$ cat src/rtl/gpsdc_pkg.sv
// Shared constants, readout word map and FSM state type for the GPS trip accumulator.
package gpsdc_pkg;

  localparam int D_W       = 40;
  localparam int RD_W      = 32;
  localparam int NUM_WORDS = 5;

  localparam logic [2:0] W_TOT_LO = 3'd0;
  localparam logic [2:0] W_TOT_HI = 3'd1;
  localparam logic [2:0] W_CNT    = 3'd2;
  localparam logic [2:0] W_MAX_LO = 3'd3;
  localparam logic [2:0] W_MAX_HI = 3'd4;

  typedef enum logic {IDLE, SEND} state_t;

  // Word layout seen by the host; total and count arrive pre-extended to 56/24 bits.
  function automatic logic [RD_W-1:0] pack_word(
    input logic [2:0]     idx,
    input logic [55:0]    tot,
    input logic [23:0]    cnt,
    input logic [D_W-1:0] mx,
    input logic           sat
  );
    logic [RD_W-1:0] w;
    w = '0;
    case (idx)
      W_TOT_LO: w = tot[31:0];
      W_TOT_HI: w = {sat, 7'd0, tot[55:32]};
      W_CNT:    w = {8'd0, cnt};
      W_MAX_LO: w = mx[31:0];
      W_MAX_HI: w = {24'd0, mx[39:32]};
      default:  w = '0;
    endcase
    return w;
  endfunction

endpackage

$ cat src/rtl/gpsdc_sat_add.sv
// Unsigned saturating adder; ovf flags that the true sum did not fit and was pinned to all-ones.
module gpsdc_sat_add #(
  parameter int W = 8
) (
  input  logic [W-1:0] a,
  input  logic [W-1:0] b,
  output logic [W-1:0] sum,
  output logic         ovf
);

  logic [W:0] raw;

  assign raw = {1'b0, a} + {1'b0, b};
  assign ovf = raw[W];
  assign sum = raw[W] ? {W{1'b1}} : raw[W-1:0];

endmodule

$ cat src/rtl/gpsdc_trip_acc.sv
// Trip statistics accumulator: filters jitter segments, keeps total/count/max and
// streams a frozen snapshot to the host as five 32-bit words over valid/ready.
module gpsdc_trip_acc
  import gpsdc_pkg::*;
#(
  parameter logic [39:0] MIN_STEP = 40'd0,
  parameter int          TOT_W    = 56,
  parameter int          CNT_W    = 24
) (
  input  logic        clk,
  input  logic        reset,
  input  logic        in_valid,
  input  logic [39:0] in_d,
  input  logic        clear,
  input  logic        rd_req,
  input  logic        rd_ready,
  output logic        rd_valid,
  output logic [31:0] rd_data,
  output logic        rd_last,
  output logic        busy,
  output logic        sat_flag
);

  logic [TOT_W-1:0] total, tot_sum;
  logic [CNT_W-1:0] count, cnt_sum;
  logic [D_W-1:0]   max_d;
  logic             tot_ovf, cnt_ovf;
  logic [D_W:0]     step_diff;
  logic             accept;

  // Borrow out of in_d - MIN_STEP means the segment is below the jitter threshold.
  assign step_diff = {1'b0, in_d} - {1'b0, MIN_STEP};
  assign accept    = in_valid && !clear && !step_diff[D_W];

  gpsdc_sat_add #(.W(TOT_W)) u_tot_add (
    .a   (total),
    .b   (TOT_W'(in_d)),
    .sum (tot_sum),
    .ovf (tot_ovf)
  );

  gpsdc_sat_add #(.W(CNT_W)) u_cnt_add (
    .a   (count),
    .b   (CNT_W'(1)),
    .sum (cnt_sum),
    .ovf (cnt_ovf)
  );

  always_ff @(posedge clk or posedge reset) begin
    if (reset) begin
      total    <= '0;
      count    <= '0;
      max_d    <= '0;
      sat_flag <= 1'b0;
    end else if (clear) begin
      total    <= '0;
      count    <= '0;
      max_d    <= '0;
      sat_flag <= 1'b0;
    end else if (accept) begin
      total <= tot_sum;
      count <= cnt_sum;
      if (in_d > max_d) max_d <= in_d;
      if (tot_ovf || cnt_ovf) sat_flag <= 1'b1;
    end
  end

  state_t         state, state_next;
  logic [2:0]     idx, idx_next;
  logic [55:0]    snap_tot, tot_ext;
  logic [23:0]    snap_cnt, cnt_ext;
  logic [D_W-1:0] snap_max;
  logic           snap_sat;
  logic           snap_load;
  logic           valid_next, last_next;
  logic [31:0]    data_next;

  assign tot_ext = 56'(total);
  assign cnt_ext = 24'(count);
  assign busy    = (state == SEND);

  always_comb begin
    state_next = state;
    idx_next   = idx;
    snap_load  = 1'b0;
    valid_next = rd_valid;
    data_next  = rd_data;
    last_next  = rd_last;
    case (state)
      IDLE: begin
        if (rd_req) begin
          // Word 0 comes from the live stats, which equal what the snapshot captures.
          snap_load  = 1'b1;
          state_next = SEND;
          idx_next   = W_TOT_LO;
          valid_next = 1'b1;
          data_next  = pack_word(W_TOT_LO, tot_ext, cnt_ext, max_d, sat_flag);
          last_next  = 1'b0;
        end
      end
      SEND: begin
        if (rd_ready) begin
          if (idx == 3'(NUM_WORDS - 1)) begin
            state_next = IDLE;
            idx_next   = '0;
            valid_next = 1'b0;
            data_next  = '0;
            last_next  = 1'b0;
          end else begin
            idx_next  = idx + 3'd1;
            data_next = pack_word(idx + 3'd1, snap_tot, snap_cnt, snap_max, snap_sat);
            last_next = ((idx + 3'd1) == W_MAX_HI);
          end
        end
      end
      default: state_next = IDLE;
    endcase
  end

  always_ff @(posedge clk or posedge reset) begin
    if (reset) begin
      state    <= IDLE;
      idx      <= '0;
      rd_valid <= 1'b0;
      rd_data  <= '0;
      rd_last  <= 1'b0;
      snap_tot <= '0;
      snap_cnt <= '0;
      snap_max <= '0;
      snap_sat <= 1'b0;
    end else begin
      state    <= state_next;
      idx      <= idx_next;
      rd_valid <= valid_next;
      rd_data  <= data_next;
      rd_last  <= last_next;
      if (snap_load) begin
        snap_tot <= tot_ext;
        snap_cnt <= cnt_ext;
        snap_max <= max_d;
        snap_sat <= sat_flag;
      end
    end
  end

endmodule

$ cat config.mk
export PLATFORM = sky130hd
export DESIGN_NAME = gpsdc_trip_acc
export DESIGN_NICKNAME = d
export VERILOG_FILES = /design/src/rtl/gpsdc_pkg.sv /design/src/rtl/gpsdc_sat_add.sv /design/src/rtl/gpsdc_trip_acc.sv
export SDC_FILE = /design/constraint.sdc
export NUM_CORES = 1
export LEC_CHECK = 0
export BUFFER_PORTS_ARGS = -buffer_cell sky130_fd_sc_hd__clkbuf_2
export CAP_MARGIN = 20
export CORE_MARGIN = 2
export CORE_UTILIZATION = 55
export DETAILED_ROUTE_END_ITERATION = 7
export PLACE_DENSITY_LB_ADDON = 0.1
export SLEW_MARGIN = 5
export SYNTH_ARGS = -nofsm -noshare
export SYNTH_HDL_FRONTEND = slang
export SYNTH_SLANG_ARGS = --single-unit
$ cat constraint.sdc
create_clock -name clk -period 10.8 [get_ports clk]
set_input_delay 1.62 -clock clk [delete_from_list [all_inputs] [get_ports clk]]
set_output_delay 1.62 -clock clk [all_outputs]
set_load 0.01 [all_outputs]
## Yosys cells after proc, flatten, opt, wreduce, memory -nomap -nowiden

Cells that the tools add are included.

| cells by class | value |
|---|---|
| $lt $le $gt $ge | 1 |
| bitwise operators | 1 |
| add/sub/neg operators | 3 |
| multiplexer cells | 34 |
| equal/unequal tests | 8 |
| reductions and logical operators | 11 |

Operator list:

| cell | number |
|---|---|
| $mux 56 | 3 |
| $pmux 32 s5 | 1 |
| $mux 40 | 3 |
| $mux 32 | 3 |
| $mux 24 | 3 |
| $pmux 32 s2 | 1 |
| $add 56x40->57 | 1 |
| $gt 40x40->1 | 1 |
| $add 24x1->25 const B | 1 |
| $mux 1 | 13 |
| $mux 3 | 3 |
| $eq 3x2->1 const B | 2 |
| $eq 3x3->1 const B | 2 |
| $pmux 1 s2 | 3 |
| $pmux 3 s2 | 1 |
| $reduce_and 2->1 | 3 |
| $reduce_bool 2->1 | 3 |
| $ne 2x2->1 const B | 2 |
| $add 3x1->3 const B | 1 |
| $eq 3x1->1 const B | 1 |
| $logic_not 3->1 | 1 |
| $reduce_and 3->1 | 1 |
| $ne 2x1->1 const B | 1 |
| $logic_and 1x1->1 | 1 |
| 3 further kinds | 3 |

| word-level totals | value |
|---|---|
| register bits | 280 |
| output and inout port bits | 36 |
| logic and storage cells | 71 |

## Logic depth before layout (Yosys ltp)

Gate-level depths: netlist (run 1).

| depth | value |
|---|---|
| depth in word-level cells | 6 |
| gate-level depth with buffers | 11 |
| gate-level depth less buffers | 10 |

## Hierarchy

A second synthesis (run 1) with hierarchy kept.

| unflattened totals | value |
|---|---|
| cells, all modules | 2128 |
| area total of the unflattened synthesis | 18346.3 sq um |

By module, submodules not included:

| module | cells each | area an instance (sq um) | seq. area each (sq um) | times used |
|---|---|---|---|---|
| gpsdc_trip_acc | 1336 | 13002.5 | 7006.7 | 1 |
| gpsdc_sat_add (u_tot_add) | 584 | 3793.6 | 0.0 | 1 |
| gpsdc_sat_add (u_cnt_add) | 208 | 1550.2 | 0.0 | 1 |

## Worst setup path before layout (run 1)

OpenSTA, ideal clock, no wires.

| timing path | value |
|---|---|
| kind | input to register |
| from | input port in_d[0] |
| to | register total[30], in the netlist tot_ext[30] |
| slack | 6656 ps |
| stages on the path | 10 |
| library setup time | 94 ps |
| data arrival time | 4050 ps |
| path through | ha_1 -> fa_1 -> a21o_1 -> a221oi_2 -> o21ai_1 -> a41o_1 -> a41o_1 -> o221a_2 -> xnor2_1 -> a211oi_1 |

| between the ends | value |
|---|---|
| longest elaborated chain between the ends | 4 |

RTL lines:

| element | line | RTL |
|---|---|---|
| start, declared | gpsdc_trip_acc.sv:13 | `input logic [39:0] in_d,` |
| $add 56x40->57 | gpsdc_sat_add.sv:13 | `assign raw = {1'b0, a} + {1'b0, b};` |
| $mux 56 | gpsdc_sat_add.sv:15 | `assign sum = raw[W] ? {W{1'b1}} : raw[W-1:0];` |
| $mux 56 | gpsdc_trip_acc.sv:60 | `end else if (accept) begin` |
| $mux 56 | gpsdc_trip_acc.sv:55 | `end else if (clear) begin` |
| end signal, assigned | gpsdc_trip_acc.sv:61 | `total <= tot_sum;` |
| end, declared | gpsdc_trip_acc.sv:24 | `logic [TOT_W-1:0] total, tot_sum;` |

Every way passes these cells. The select of a mux whose other input is x is not followed.
A chain may end at the register's enable or synchronous reset.

## Final worst setup path (run 1)

| timing path | value |
|---|---|
| from | input port in_d[0] |
| to | register total[55], in the netlist tot_ext[55] |

Same word-level chain as after synthesis.

==> impl_metrics.csv, run 1 <==
group,metric,value,unit
cts,clock_latency,0.56,ns
critical_path,r2r_cells,8,
synth,synth_edf_count,0,
layout,area_growth,10.1,%
die,ios,82,
min_path,whs_endpoint,"snap_tot[7]$_DFFE_PP0P_",
critical_path,critPathLaunchType,"primary input",
sta,fin_worst_skew,0.0136,ns
layout,n_antenna_cell,0,
pwr,p_int,2.25,mW
cts,cts_sinks,280,
synth,synth_common_cells,"nand2_1, dfrtp_1, nor2_1, o21ai_0, a21oi_1",
die,num_rows,62,
critical_path,critPathKind,"in -> reg",
cts,cts_repair_resize_count,0,
placed_design,place_area,16500,sq um
drt,wire_per_inst,20.0,um
critical_path,crit_chain,"clkbuf_2 -> ha_1 -> fa_1 -> a21o_1 -> a221oi_2 -> nor2_4 -> o2111ai_2 -> and2_4 -> o22a_1 -> and4_1 -> nor3_1",
layout,seq_area,7010,sq um
flow_run,drv_cap,0,
sta,slew_headroom,0.304,
drt,drtIter0Drc,1340,
critical_path,cp_slowest_stage_delay,0.77,ns
pwr,power.share.switching,0.379,
layout,postLayoutCellArea,17500,sq um
layout,stdcell_count,2223,
grt,grt_start_max_net_pins,157,
critical_path,crit_arrival,4.86,ns
pwr,combPwrFrac,0.321,
synth,ys_ff_latch,280,
grt,first_global_vias,12927,
die,die_w,174,um
min_path,worstHoldPathType,"reg -> reg",
critical_path,cp.required,11.20,ns
placed_design,place_congestion,0.971,
grt,grt_usage,0.295,
critical_path,critPathCaptureType,"register",
layout,drive_gt1_frac,0.0968,
die,core_region_area,28600,sq um
layout,fillerInstances,2562,
drt,avgViaCountPerCell,6.12,
pwr,power_frac_seq,0.397,
outcome,outcome,"complete, no violations",
synth,yosysMostFrequentCell,"nand2_1",
cts,clockBufferDepth,3,
cts,hold_buffers,0,
cts,cts_tree,"yes",
drt,dr.pass1.iters,5,
critical_path,reg2reg_slack,6.83,ns
sta,tightestPinTransition,1.04,ns
placed_design,hpwl,30500,um
sta,hold_viol_final,0,
critical_path,timing.rr.start,"idx[0]$_DFFE_PP0P_",
synth,synthTopCellsByArea,"dfrtp_1, nand2_1, ha_1",
synth,netlist_area,15900,sq um
sta,fin_tns_setup,0,ns
synth,syn-num-nets,1931,
sta,setup_slack,6.34,ns
pwr,p_leak,8.12,nW
sta,max_freq,224,MHz
drt,wl,44500,um
sta,rsz0062_at_grt,"false",
synth,synth-main-ff-cell,"dfrtp_1",
critical_path,critical_path.max_fanout,22,
die,initial_core_util,0.556,
drt,ant_nets,0,
placed_design,place_inst,2164,
synth,synth_area_per_cell,8.86,sq um
grt,grt_pass1_wl,71600,um
synth,synthDistinctLibCells,76,
pwr,power_density,207,nW/um^2
cts,cts_root_buffer,"clkbuf_16",
pwr,ir_drop,0.139,mV
drt,drc,0,
die,die_height,174,um
grt,grt_overflow_total,0,
sta,min_period,4.46,ns
critical_path,critPathLaunch,"in_d[0]",
sta,slew_viol_final,0,
critical_path,reg2reg_to,"rd_data[10]$_DFFE_PP0P_",
die,die_area,30300,sq um
cts,cts-buffers-inserted,31,
sta,report.final.setup_viol,0,
synth,synth_top_area_frac,0.440,
layout,utilization,0.612,
min_path,hp-start,"snap_tot[7]$_DFFE_PP0P_",
placed_design,io_buffers,81,
min_path,min_path_cells,2,
synth,yosysSeqAreaShare,0.440,
pwr,clkPwrFrac,0.282,
cts,postCtsSetupRepairBufs,0,
synth,synthCells,1798,
synth,synthArstFlopShare,1.00,
drt,vias,13609,
critical_path,crit_slowest_cell,"o22a_1",
cts,path_clk_slew,0.06,ns
placed_design,pre_cts_slack,5.83,ns
synth,yosysWarningCount,0,
pwr,p_sw,1.37,mW
cts,htree_num_levels,1,
layout,multi_input_area,8270,sq um
layout,nets,1948,
grt,antenna_found_initial,0,
synth,yosys.area.top_type,"dfrtp_1",
sta,finalCritPeriodShare,0.413,
==> power groups by stage <==
stage	clock (mW)	sequential, mW	combinational, mW
finish	1.02	1.44	1.16
global route	1.08	1.47	1.29
CTS	1.04	1.44	1.15
floorplan	0	1.43	0.764
detailed placement	0	1.46	1.14
global placement	0	1.45	1.12
==> layer usage <==
layer	part of all wire	vias to the layer above	wire length, um	global-route usage
met5	0	-	0	0
met4	0.031	0	1360	0.0977
met3	0.062	73	2760	0.0392
met2	0.44	466	19800	0.458
met1	0.46	6700	20700	0.429
li1	-	6370	-	-
==> through the flow <==
stage               power (mW)  hold slack, ns
global route              3.84           0.490
floorplan                 2.20           0.446
detailed placement        2.60           0.462
global placement          2.57           0.459
finish                    3.63           0.472
CTS                       3.63           0.478
==> kinds of logic (layout without fill, tap and decap cells) <==
group / Yosys count / count (layout) / synth area share
mux: 43 / 43 / 0.0270
flops: 280 / 280 / 0.440
fa+ha+maj: 87 / 87 / 0.0688
compound gates: 481 / 481 / 0.202
buf+inv: 170 / 211 / 0.0419
simple gates: 702 / 702 / 0.201
xor+xnor: 35 / 35 / 0.0193
==> registers in the layout, summed over array words and instances (netlist names) <==
name,cells
rd_data,32
busy,1
snap_cnt,24
rd_valid,1
max_d,40
tot_ext,56
snap_max,40
snap_tot,56
cnt_ext,24
sat_flag,1
rd_last,1
snap_sat,1
idx,3
==> cells in the final DEF (no fill, tap or decap), drive strengths merged, types with 19 or more instances in the layout <==
master    n
a211oi   37
a21o     31
a21oi   103
a22oi    23
a311oi   33
and3     19
clkbuf  123
dfrtp   280
ha       86
inv      58
mux2i    43
nand2   353
nand2b   84
nand3    33
nand4    21
nor2    120
nor3     27
o21a     24
o21ai   124
xnor2    21
==> worst max-delay path by stage <==
| stage | endpoint | slack [ns] | depth (start not counted) |
|---|---|---|---|
| after floorplan | busy$_DFF_PP0_ | 1.46 | 1 |
| after global placement | tot_ext[55]$_DFFE_PP0P_ | 5.91 | 11 |
| after detailed placement | tot_ext[55]$_DFFE_PP0P_ | 5.83 | 11 |
| after CTS | tot_ext[55]$_DFFE_PP0P_ | 6.40 | 11 |
| after global routing | tot_ext[55]$_DFFE_PP0P_ | 6.21 | 11 |
| final | tot_ext[55]$_DFFE_PP0P_ | 6.34 | 11 |
==> final cells by class <==
class                      count  area share
timing repair buffer          96      0.0319
inverter                      58      0.0129
sequential                   280       0.400
clock buffer                  43      0.0497
multi-input combinational   1348       0.472
tap                          384      0.0274
clock inverter                14     0.00614
==> worst max-delay path, delay by kind of cell <==
family	cells	cell delay, ns
buf+inv	1	0.10
compound gates	4	1.79
fa+ha+maj	2	0.65
simple gates	4	0.69
(Power assumes the default switching activity.)
==> run 2, diff against run 1 <==
--- a/config.mk
+++ b/config.mk
@@ -5,6 +5,7 @@
 export SDC_FILE = /design/constraint.sdc
 export NUM_CORES = 1
 export LEC_CHECK = 0
+export ABC_AREA = 1
 export BUFFER_PORTS_ARGS = -buffer_cell sky130_fd_sc_hd__clkbuf_2
 export CAP_MARGIN = 20
 export CORE_MARGIN = 2
==> constraint.sdc (replaced) <==
create_clock -name clk -period 3.7 [get_ports clk]
set_input_delay 0.555 -clock clk [delete_from_list [all_inputs] [get_ports clk]]
set_output_delay 0.555 -clock clk [all_outputs]
set_load 0.01 [all_outputs]
==> run 2 against run 1 <==
Critical path depth rose by 3. Highest routed layer is now met5. Register-to-register slack worse by 6.0 ns. Clock power rose to 3.0 times the previous value. Clock-buffer cell count is 1 higher. Sequential share of layout area down 4.5 points. Cell area up 13%. Final cell count rose by 40%. Sequential cell count unchanged. Via count is 27% higher.
==> impl_metrics.csv, run 2 <==
group,metric,value,unit
pwr,power_frac_seq,0.385,
pwr,power_density,544,nW/um^2
cts,clockBufferDepth,3,
critical_path,cp_slowest_stage_delay,0.36,ns
drt,drtIter0Drc,1608,
drt,drc,0,
sta,report.final.setup_viol,0,
sta,rsz0062_at_grt,"false",
critical_path,critPathLaunchType,"register",
sta,hold_viol_final,0,
layout,utilization,0.612,
cts,hold_buffers,1,
die,die_area,34000,sq um
cts,path_clk_slew,0.06,ns
sta,setup_slack,0.794,ns
synth,synthArstFlopShare,1.00,
drt,ant_nets,0,
cts,postCtsSetupRepairBufs,0,
critical_path,critPathKind,"reg -> reg",
layout,final_cell_mix,"nand2_1, inv_1, dfrtp_1",
critical_path,crit_slowest_cell,"dfrtp_1",
critical_path,cp.required,4.15,ns
drt,avgViaCountPerCell,5.53,
layout,seq_area,7010,sq um
critical_path,timing.rr.start,"max_d[23]$_DFFE_PP0P_",
synth,synthDistinctLibCells,43,
die,core_region_area,32300,sq um
critical_path,crit_arrival,3.35,ns
critical_path,crit_chain,"inv_1 -> ha_1 -> nand4_1 -> nor2_1 -> nand3_1 -> nor2_1 -> nand2_1 -> nor2_1 -> nor2_1 -> nand2_1 -> nand2_1 -> buf_4 -> nand3_1 -> nand2_1",
synth,synthTopCellsByArea,"dfrtp_1, nand2_1, inv_1",
critical_path,critPathCaptureType,"register",
min_path,worstHoldPathType,"in -> reg",
sta,fin_tns_setup,0,ns
synth,yosysWarningCount,0,
min_path,min_path_cells,2,
sta,slew_viol_final,0,
critical_path,crit_family,"simple AND/OR/NAND/NOR gates",
sta,max_freq,344,MHz
critical_path,reg2reg_to,"max_d[16]$_DFFE_PP0P_",
cts,cts_repair_resize_count,0,
die,die_w,185,um
grt,grt_usage,0.355,
layout,nets,2785,
pwr,p_sw,4.23,mW
pwr,p_leak,10.5,nW
synth,yosysSeqAreaShare,0.391,
layout,drive_gt1_frac,0.0778,
critical_path,critical_path.max_fanout,18,
sta,tightestPinTransition,1.17,ns
sta,fin_worst_skew,0.0173,ns
synth,netlist_area,17900,sq um
placed_design,hpwl,45000,um
synth,synth-main-ff-cell,"dfrtp_1",
drt,vias,17249,
critical_path,r2r_cells,14,
drt,wire_per_inst,19.1,um
pwr,power.share.switching,0.394,
sta,slew_headroom,0.220,
cts,cts-buffers-inserted,31,
synth,ys_ff_latch,280,
pwr,ir_drop,0.399,mV
layout,area_growth,10.3,%
synth,synth_top_area_frac,0.391,
grt,grt_start_max_net_pins,272,
pwr,clkPwrFrac,0.290,
layout,multi_input_area,9110,sq um
min_path,whs_endpoint,"busy$_DFF_PP0_",
drt,wl,59500,um
flow_run,drv_cap,0,
synth,synth_common_cells,"nand2_1, inv_1, dfrtp_1, o21ai_0, nand3_1",
synth,synth_edf_count,0,
synth,yosys.area.top_type,"dfrtp_1",
grt,grt_overflow_total,0,
synth,yosysMostFrequentCell,"nand2_1",
sta,finalCritPeriodShare,0.785,
cts,cts_sinks,280,
placed_design,place_congestion,1.01,
layout,postLayoutCellArea,19800,sq um
die,ios,82,
die,initial_core_util,0.555,
drt,dr.pass1.iters,5,
outcome,outcome,"complete, no violations",
placed_design,place_area,18700,sq um
die,die_height,185,um
placed_design,io_buffers,81,
grt,first_global_vias,16365,
cts,clock_latency,0.57,ns
cts,cts_root_buffer,"clkbuf_16",
pwr,combPwrFrac,0.326,
grt,antenna_found_initial,6,
sta,min_period,2.91,ns
cts,htree_num_levels,1,
synth,synth_area_per_cell,6.87,sq um
pwr,p_int,6.52,mW
min_path,hp-start,"rd_ready",
die,num_rows,66,
layout,fillerInstances,3082,
cts,cts_tree,"yes",
placed_design,pre_cts_slack,0.558,ns
critical_path,reg2reg_slack,0.79,ns
grt,grt_pass1_wl,91800,um
synth,syn-num-nets,2740,
layout,final_common_cell,"nand2_1",
synth,synthCells,2607,
critical_path,cp_num_buf_inv,2,
-- run 2: changes by cell type after synthesis, moves of 43 or more --
cell | previous run | this run
nand2b_1 | 84 | 1
mux2i_1 | 43 | 0
o21ai_0 | 111 | 221
nand4_1 | 19 | 73
nand2_1 | 352 | 914
inv_1 | 58 | 370
nand3_1 | 33 | 185
-- run 2: layer usage --
| layer | track usage | share of wire | routed length [um] | up-vias |
|---|---|---|---|---|
| met5 | 0 | 0.00045 | 27 | - |
| met4 | 0.130 | 0.038 | 2270 | 4 |
| met3 | 0.0705 | 0.077 | 4560 | 125 |
| met2 | 0.574 | 0.46 | 27300 | 522 |
| met1 | 0.473 | 0.43 | 25300 | 8222 |
| li1 | - | - | - | 8376 |
-- run 2: final cells by class --
| cell class | count | share of cell area |
|---|---|---|
| Clock buffer | 44 | 0.0448 |
| Sequential cell | 280 | 0.355 |
| Inverter | 379 | 0.0722 |
| Tap cell | 442 | 0.0280 |
| Clock inverter | 12 | 0.00633 |
| Multi-Input combinational cell | 1852 | 0.461 |
| Timing Repair Buffer | 108 | 0.0328 |
| Antenna cell | 3 | 0.000380 |
-- run 2: worst reg2reg max path, stage by stage, from the launching register on --
cell	delay, ns
dfrtp_1	0.36
inv_1	0.06
ha_1	0.32
nand4_1	0.25
nor2_1	0.22
nand3_1	0.09
nor2_1	0.31
nand2_1	0.10
nor2_1	0.12
nor2_1	0.05
nand2_1	0.33
nand2_1	0.13
buf_4	0.26
nand3_1	0.11
nand2_1	0.07
-- run 2: logic make-up after synthesis --
group           after synthesis  synth area share
simple gates               1388             0.328
xor+xnor                     35            0.0171
fa+ha+maj                    87            0.0612
compound gates              342             0.100
flops                       280             0.391
buf+inv                     475             0.103
-- run 2: power by group through the flow --
stage	registers (mW)	logic [mW]	clock network, mW
floorplan	4.08	2.24	0
global placement	4.15	3.40	0
detailed placement	4.16	3.43	0
CTS	4.11	3.46	3.13
global route	4.18	3.88	3.27
finish	4.13	3.50	3.11
-- run 2: how the worst max path moves through the flow --
stage                               start  depth (start not counted)  slack [ns]                    end
finish              max_d[23]$_DFFE_PP0P_                         14        0.79  max_d[16]$_DFFE_PP0P_
global route        max_d[35]$_DFFE_PP0P_                         14        0.56   max_d[3]$_DFFE_PP0P_
CTS                 max_d[23]$_DFFE_PP0P_                         14        0.82  max_d[16]$_DFFE_PP0P_
detailed placement               in_d[23]                         14        0.56  max_d[16]$_DFFE_PP0P_
global placement                 in_d[23]                         14        0.67  max_d[17]$_DFFE_PP0P_
floorplan                           reset                          1       -0.56         busy$_DFF_PP0_
-- run 2: per-stage QoR --
step	hold slack, ns	power (mW)	instances
2_1_floorplan	0.449	6.32	2607
3_3_place_gp	0.462	7.55	3060
3_5_place_dp	0.466	7.59	3060
4_1_cts	0.232	10.7	3117
5_1_grt	0.257	11.3	3117
6_report	0.240	10.7	3120
